### config.mk
export PLATFORM = sky130hd
export DESIGN_NAME = arm_trace_monitor
export DESIGN_NICKNAME = d
export VERILOG_FILES = /design/src/rtl/arm_trace_monitor.sv
export SDC_FILE = /design/constraint.sdc
export NUM_CORES = 1
export LEC_CHECK = 0
export BUFFER_PORTS_ARGS = -buffer_cell sky130_fd_sc_hd__buf_2
export CORE_UTILIZATION = 25
export DETAILED_ROUTE_END_ITERATION = 16
export PLACE_DENSITY = 0.45
export SLEW_MARGIN = 30
export SYNTH_ARGS = -nofsm -noshare
export SYNTH_HDL_FRONTEND = slang
export SYNTH_SLANG_ARGS = --single-unit
### constraint.sdc
create_clock -name clk -period 7.91 [get_ports clk]
set_input_delay 0.3955 -clock clk [delete_from_list [all_inputs] [get_ports clk]]
set_output_delay 0.3955 -clock clk [all_outputs]
set_load 0.01 [all_outputs]
### src/rtl/arm_trace_monitor.sv
// arm_trace_monitor: shadows the core's architectural register writes and
// queues retirement events (register writebacks, optionally memory stores)
// into a trace FIFO with a valid/ready drain port, overflow flag and a
// saturating drop counter. NDBG debug channels read the shadow registers.
// Optional feature macro: TRACE_MEM_EN (trace memory stores as well).
module arm_trace_monitor #(
  parameter int WIDTH = 32,
  parameter int NREGS = 16,
  parameter int DEPTH = 8,
  parameter int NDBG  = 4
) (
  input  logic                       clk,
  input  logic                       reset,
  input  logic [WIDTH-1:0]           PC,
  input  logic                       RegWrite,
  input  logic                       MemtoReg,
  input  logic                       MemWrite,
  input  logic [3:0]                 A3,
  input  logic [WIDTH-1:0]           ALUResult,
  input  logic [WIDTH-1:0]           ReadData,
  input  logic [WIDTH-1:0]           WriteData,
  input  logic                       trace_en,
  input  logic                       ovf_clr,
  input  logic [NDBG*4-1:0]          dbg_sel,
  output logic [NDBG*WIDTH-1:0]      dbg_val,
  output logic                       tr_valid,
  input  logic                       tr_ready,
  output logic                       tr_kind,
  output logic [3:0]                 tr_tag,
  output logic [WIDTH-1:0]           tr_pc,
  output logic [WIDTH-1:0]           tr_addr,
  output logic [WIDTH-1:0]           tr_data,
  output logic [$clog2(DEPTH+1)-1:0] tr_count,
  output logic                       overflow,
  output logic [7:0]                 drop_cnt
);
  localparam int AW = $clog2(DEPTH);
  localparam int CW = $clog2(DEPTH+1);

  typedef struct packed {
    logic             kind;
    logic [3:0]       tag;
    logic [WIDTH-1:0] pc;
    logic [WIDTH-1:0] addr;
    logic [WIDTH-1:0] data;
  } entry_t;

  entry_t           fifo [DEPTH];
  logic [AW-1:0]    wptr, rptr;
  // 16 slots so any 4-bit index is in range; slots >= NREGS are never written
  logic [WIDTH-1:0] shadow [16];

  logic [WIDTH-1:0] wb;
  logic             reg_ev, mem_ev, pop, push, room;
  logic [1:0]       drops;
  logic [8:0]       dsum;
  entry_t           new_e, head;

  assign wb     = MemtoReg ? ReadData : ALUResult;
  assign reg_ev = RegWrite && ({1'b0, A3} < 5'(NREGS));

`ifdef TRACE_MEM_EN
  assign mem_ev = MemWrite;
`else
  logic unused_mem;
  assign mem_ev     = 1'b0;
  assign unused_mem = ^{MemWrite, WriteData};
`endif

  // push/pop decision, new entry formation and per-cycle drop tally
  always_comb begin
    pop    = tr_valid && tr_ready;
    room   = (tr_count != CW'(DEPTH)) || pop;
    push   = trace_en && (reg_ev || mem_ev) && room;
    new_e  = '0;
    new_e.pc = PC;
    if (reg_ev) begin
      new_e.tag  = A3;
      new_e.data = wb;
    end
`ifdef TRACE_MEM_EN
    else begin
      new_e.kind = 1'b1;
      new_e.addr = ALUResult;
      new_e.data = WriteData;
    end
`endif
    // each discarded event counts once; a store losing to a register
    // writeback is a drop even when there is room
    drops = 2'd0;
    if (trace_en) begin
      if (!room)                drops = 2'(reg_ev) + 2'(mem_ev);
      else if (reg_ev && mem_ev) drops = 2'd1;
    end
    dsum = (ovf_clr ? 9'd0 : {1'b0, drop_cnt}) + 9'(drops);
  end

  // FIFO storage, pointers and occupancy
  always_ff @(posedge clk) begin
    if (reset) begin
      wptr     <= '0;
      rptr     <= '0;
      tr_count <= '0;
    end else begin
      if (push) begin
        fifo[wptr] <= new_e;
        wptr       <= wptr + AW'(1);
      end
      if (pop) rptr <= rptr + AW'(1);
      if (push && !pop)      tr_count <= tr_count + CW'(1);
      else if (pop && !push) tr_count <= tr_count - CW'(1);
    end
  end

  // sticky overflow and saturating drop counter; a drop beats a clear
  always_ff @(posedge clk) begin
    if (reset) begin
      overflow <= 1'b0;
      drop_cnt <= '0;
    end else begin
      if (drops != 2'd0) overflow <= 1'b1;
      else if (ovf_clr)  overflow <= 1'b0;
      if (drops != 2'd0 || ovf_clr) drop_cnt <= dsum[8] ? 8'hFF : dsum[7:0];
    end
  end

  // shadow register file follows every in-range writeback, traced or not
  always_ff @(posedge clk) begin
    if (reset) begin
      for (int i = 0; i < 16; i++) shadow[i] <= '0;
    end else if (reg_ev) begin
      shadow[A3] <= wb;
    end
  end

  // head entry is masked to zero whenever the queue is empty
  assign head     = fifo[rptr];
  assign tr_valid = (tr_count != '0);
  assign tr_tag   = tr_valid ? head.tag  : 4'd0;
  assign tr_pc    = tr_valid ? head.pc   : '0;
  assign tr_data  = tr_valid ? head.data : '0;
`ifdef TRACE_MEM_EN
  assign tr_kind  = tr_valid ? head.kind : 1'b0;
  assign tr_addr  = tr_valid ? head.addr : '0;
`else
  assign tr_kind  = 1'b0;
  assign tr_addr  = '0;
`endif

  // debug read channels, out-of-range index reads as zero
  for (genvar i = 0; i < NDBG; i++) begin : g_dbg
    logic [3:0] sel;
    assign sel = dbg_sel[4*i +: 4];
    assign dbg_val[WIDTH*i +: WIDTH] = ({1'b0, sel} < 5'(NREGS)) ? shadow[sel] : '0;
  end
endmodule

==> metrics, run 1 <==
post-route insts no fill around 6.6k; setup bufs post-CTS 0; vias in the first global route between 30k and 40k; status completed; min cycle time layout 3840 ps; Yosys top cell area share between 50% and 60%; worst-skew pair later-pin latency between 700 and 800 ps; largest net degree at the start of global routing 89; grt ovf 0; Root Buffer clkbuf_16; CP max FO 43; dpl cells 6346; drt drc 0; H-tree levels 4; synthesized area around 55000 sq um; die span in y ~470 um; YS warnings 0; DR vias/cell 5.28; final core utilization 29.7%; Final period util 48.5%; initial drt markers 4084; WL final 207000 um; TNS Setup 0 ps; die width 472 um; Avg Synthesized Cell Area 16.5 sq um; register bit total from synthesis 1078; CTS Sinks around 1.1k; worst path required time between 7000 and 8000 ps; initial antenna violation count 19; Crit Path Class reg -> out; Buffers on Ports 332; Syn Inst Count 3344; max cap viols 0; sequential share of the synthesized area about 60%; Starting Density 25.1%; top cells by count, synth edfxtp_1, mux4_2, nor2_1; WL/cell 31.3 um; Area contributors post-synth edfxtp_1, mux4_2, nor2_1, a22oi_1, mux2i_1; Area Overhead vs Synth 18.0%; Final Hold Viols 0; slew margin rel. 29.2%; GRT Overall Usage 18.3%; ys flop type edfxtp_1; nets 3809; Antenna Nets Post-Route 0; CTS buffer count 133; Tightest Hold Check Type in -> reg; hold_buf cts 34; Peak Freq about 260 MHz; EDFF count, synth 1056; CP endpoint kind primary output; fill cell count 21.7k; Setup Skew 19.4 ps; core box area about 220000 sq um; area leader, netlist edfxtp_1; Worst Setup Start Kind flip-flop; vias post-DR 35.0k; Die Footprint 223000 sq um; Worst VDD drop 0.210 mV; most frequent cell after synthesis edfxtp_1; first-pass GRT wire length 285000 um; synth unique cells 48; CTS tree built; worst-case clock buffer depth 3; asr flop ratio synth 0%; cell area power density 247 nW/um^2; leakage power figure 0.0215 uW; row cnt 172; HPWL after DPL 113000 um; ratio of cells with drive above 1 in the final layout ~37%; hold path depth 5; router iterations before antenna repair 5; Worst Path Arrival 3440 ps; Post-CTS Resized 0; Worst Tran Pin Value 1060 ps; io pins 399; Worst Reg-to-Reg Cells 6; RSZ-0062 raised after global routing no; Clk pin slew, worst setup/hold paths roughly 60 ps; Final Max Tran Viols 0; gpl congestion 0.780; final setup fails 0
[cells in the final DEF (no fill, tap or decap), types with 5 or more instances in the layout]
cell / n
edfxtp_1: 1056
mux4_2: 648
nor2_1: 598
buf_2: 324
a22oi_1: 256
nand2_1: 143
clkbuf_16: 137
buf_4: 100
mux2i_1: 70
nor2b_1: 38
dlygate4sd3_1: 34
conb_1: 33
mux2i_2: 28
clkbuf_1: 27
clkinv_2: 21
clkinv_1: 20
dfxtp_1: 19
nand2b_2: 16
bufinv_16: 14
nand2_2: 12
inv_1: 9
nor2_4: 8
nor2b_4: 8
a21oi_1: 8
inv_6: 8
buf_6: 8
nand3_1: 7
ha_1: 7
diode_2: 6
clkinv_8: 5
nor3_1: 5
buf_8: 5
buf_12: 5
[cell type report]
cell class	count	area [sq um]	area share (%)
Tap cell	2871	3590	5.52
Clock inverter	70	761	1.17
Clock buffer	164	3530	5.42
Inverter	11	53.8	0.0826
Sequential cell	1078	32200	49.4
Timing Repair Buffer	479	3060	4.70
Multi-Input combinational cell	1942	21900	33.7
Antenna cell	6	15.0	0.0231
[critical path: stages, from the launching register on]
cell and delay (ps):
dfxtp_4 870, buf_6 580, mux4_2 580, mux2i_1 300, nor2_1 60, buf_2 160
[registers in the layout, summed over array words and instances (netlist names), named ones only]
register / cells
drop_cnt: 8
tr_count: 4
shadow: 512
rptr: 3
overflow: 1
wptr: 3
fifo: 544
[metal layers]
metal,vias to the layer above,GRT usage (%),wire length [um]
li1,14200,-,-
met1,18700,25.4,87800
met2,1856,28.2,94500
met3,281,4.52,19100
met4,2,5.31,5810
met5,-,0,13
[per-stage QoR]
| step | total power, uW | setup WS, ps | hold WS (ps) | area [sq um] |
|---|---|---|---|---|
| 6_report | 16100 | 4070 | 126 | 65100 |
| 5_1_grt | 16700 | 3720 | 127 | 65100 |
| 4_1_cts | 16300 | 3660 | 54.9 | 65100 |
| 3_5_place_dp | 10100 | 3790 | 467 | 60400 |
| 3_3_place_gp | 10100 | 3800 | 460 | 60300 |
| 2_1_floorplan | 8690 | 1830 | 454 | 55300 |
[cells by family (layout without fill, tap and decap cells)]
logic type | after synthesis | count (layout) | synth area share, %
buffers and inverters | 356 | 724 | 2.97
AOI/OAI and AO/OA | 277 | 277 | 3.77
muxes | 751 | 751 | 28.3
other | 1 | 39 | 0.00679
DFF | 1078 | 1078 | 58.3
and+or+nand+nor | 867 | 867 | 6.39
xor gates and xnor gates | 6 | 6 | 0.0952
adders and majority gates | 8 | 8 | 0.195
[power breakdown]
| part | leakage [uW] | internal, uW | switching, uW | total, uW |
|---|---|---|---|---|
| clock network | 0.00210 | 3630 | 2490 | 6110 |
| registers | 0.0100 | 6490 | 225 | 6710 |
| logic | 0.00937 | 1320 | 1930 | 3250 |
[path summary, 6_finish.rpt]
kind          startpoint     endpoint  slack (ps)
min reg2reg      rptr[1]    flip-flop         470
min             trace_en      wptr[2]         130
max reg2reg  tr_count[0]  fifo[5][31]        4520
max            flip-flop    tr_pc[26]        4070
(Power assumes the default switching activity.)
==> run 2: changes to the inputs <==
Clock period 7.91 ns to 3.3 ns, I/O delays scaled along.
==> run 2 against run 1 <==
Net effect:
- combinational power up 150%
- flip-flop and latch count unchanged
- worst setup slack worse by 3900 ps
- sequential share of layout area down 1.4 points
- clock-buffer cell count down 1
- global-route usage up 0.090 points
- first-iteration DRC count down 6.1%
- via count up 2.3%
- clock power up 130%
- final cell count up 2.7%
- sequential power up 140%
- non-clock buffer count up 172
- critical path type unchanged
- largest power group unchanged
- highest routed layer unchanged
==> metrics, run 2 (synthesis gave the netlist of run 1 again) <==
final setup fails 0 (unchanged); WL final 208000 um (+0.36%); WL/cell 30.6 um (-2.3%); Crit Path Class reg -> out; CTS tree built; ratio of cells with drive above 1 in the final layout 38.6% (+1.6 points); nets 3980 (+4.5%); status completed; largest registers fifo: 544 flops, shadow: 512 flops, drop_cnt: 8 flops; Critical-path top delay cell mux2i_1; Die Footprint 223000 sq um (unchanged); largest net degree at the start of global routing 69 (-22%); Buffers on Ports 332 (unchanged); vias post-DR 35.8k (+2.3%); commonest non-fill, non-tap cell in the layout edfxtp_1; Antenna Nets Post-Route 0 (unchanged); Setup Skew 20.0 ps (+0.670 ps); Area Overhead vs Synth 21.4%; initial drt markers 3836 (-6.1%); Pint 27200 uW (+140%); Hold Slack 47.8 ps (-77.8 ps); first-pass GRT wire length 288000 um (+1.0%); min cycle time layout 3100 ps; gpl congestion 0.802 (+2.7%); io pins 399 (unchanged); CTS Sinks 1078 (unchanged); worst-case clock buffer depth 3 (unchanged); DR vias/cell 5.27 (-0.32%); Sw Share 28.8% (-0.066 points); Final Max Tran Viols 0 (unchanged); max cap viols 0 (unchanged); router iterations before antenna repair 7 (+2); H-tree levels 4 (unchanged); die width 472 um (unchanged); vias in the first global route 36.1k (+4.2%); Starting Density 25.1% (unchanged); CP peak stage delay 560 ps (-310 ps); initial antenna violation count 18 (-1); Peak Freq 323 MHz; Worst Path Arrival 2930 ps (-510 ps); GRT Overall Usage 18.4% (+0.090 points); Gate power share 21.0% (+0.8 points); drt drc 0 (unchanged); Clk pwr share 37.1% (-0.9 points); sw power 11000 uW (+140%); largest reg by FF count fifo; Cell Chain, Critical Path buf_16 > mux4_2 > mux2i_1 > nor2_1 > buf_2; core box area 220000 sq um (unchanged); Clk pin slew, worst setup/hold paths 60 ps (about the same); Final Hold Viols 0 (unchanged); leakage power figure 0.0224 uW (+4.3%); worst path required time 3130 ps (-4380 ps); die span in y 472 um (unchanged); FF-to-FF setup slack 370 ps (-4150 ps); cell area power density 571 nW/um^2 (+130%); CP max FO 28 (-35%); Final period util a little over nine tenths; most frequent cells in the layout edfxtp_1, mux4_2, nor2_1; Tightest Hold Check Type in -> reg; Worst Tran Pin Value 1010 ps (-49.5 ps); slew margin rel. 32.3% (+3.2 points); Overall Power 38200 uW (+140%); max reg flops 544 (unchanged); Worst Setup Start Kind flip-flop; Root Buffer clkbuf_16; Reg power frac 41.9% (+0.2 points); row cnt 172 (unchanged); worst-skew pair later-pin latency 770 ps (about the same); CP endpoint kind primary output; CTS buffer count 132 (-0.75%); Worst VDD drop 0.537 mV (+160%); RSZ-0062 raised after global routing no; HPWL after DPL 128000 um (+13%); setup bufs post-CTS 0 (unchanged); grt ovf 0 (unchanged)
-- run 2: metal layers --
| metal | GRT usage [%] | wire length, um | vias up | part of all wire, % |
|---|---|---|---|---|
| met4 | 5.62 | 5680 | 2 | 2.7 |
| met5 | 0 | 13 | - | 0.0062 |
| met3 | 3.98 | 17300 | 297 | 8.3 |
| li1 | - | - | 14500 | - |
| met2 | 28.9 | 96300 | 1809 | 46 |
| met1 | 25.4 | 88700 | 19200 | 43 |
-- run 2: power by group through the flow --
| stage | Sequential, uW | Combinational (uW) | Clock (uW) |
|---|---|---|---|
| 2_1_floorplan | 16100 | 4740 | 0 |
| 5_1_grt | 16100 | 8570 | 15000 |
| 3_3_place_gp | 16300 | 8040 | 0 |
| 6_report | 16000 | 8040 | 14200 |
| 3_5_place_dp | 16300 | 8060 | 0 |
| 4_1_cts | 16000 | 8180 | 14500 |
-- run 2: path summary, 6_finish.rpt --
| path | from | to | cells after the start |
|---|---|---|---|
| worst max register to register | tr_count[0] | drop_cnt[4] | 10 |
| worst min register to register | rptr[1] | flip-flop | 2 |
| worst min-delay path | ALUResult[7] | shadow[7][7] | 4 |
| worst max-delay path | flip-flop | tr_tag[0] | 5 |
-- run 2: stage by stage --
stage	util [%]	instance area (sq um)	setup TNS [ps]	worst slack [ps]	instances
after floorplan	-	55400	-134080	-536	3376
after global placement	28.2	62000	0	544	6470
after detailed placement	28.2	62000	0	542	6470
after CTS	30.5	67000	0	53.3	6791
after global routing	30.5	67000	0	9.74	6796
final	30.5	67000	0	201	6798
-- run 2: critical path, delay by kind of cell (launching register included) --
family	cells	cell delay [ps]
simple gates	1	80
buf+inv	2	450
flops	1	520
mux	2	1110
-- run 2: timing repair --
action,in CTS,in global routing
hold buffers,83,0
endpoints found under the hold margin,636,0
setup endpoints to repair,4,1
gates resized for setup,2,1
-- run 2: area by class of cell --
cell class | instances | area [sq um]
fillers | 21600 | 152000
clock buffers | 163 | 3480
inverters | 11 | 53.8
flip-flops and latches | 1078 | 32200
clock inverters | 75 | 673
diodes | 7 | 17.5
multi-input cells | 1942 | 21900
well taps | 2871 | 3590
repair buffers | 651 | 5080
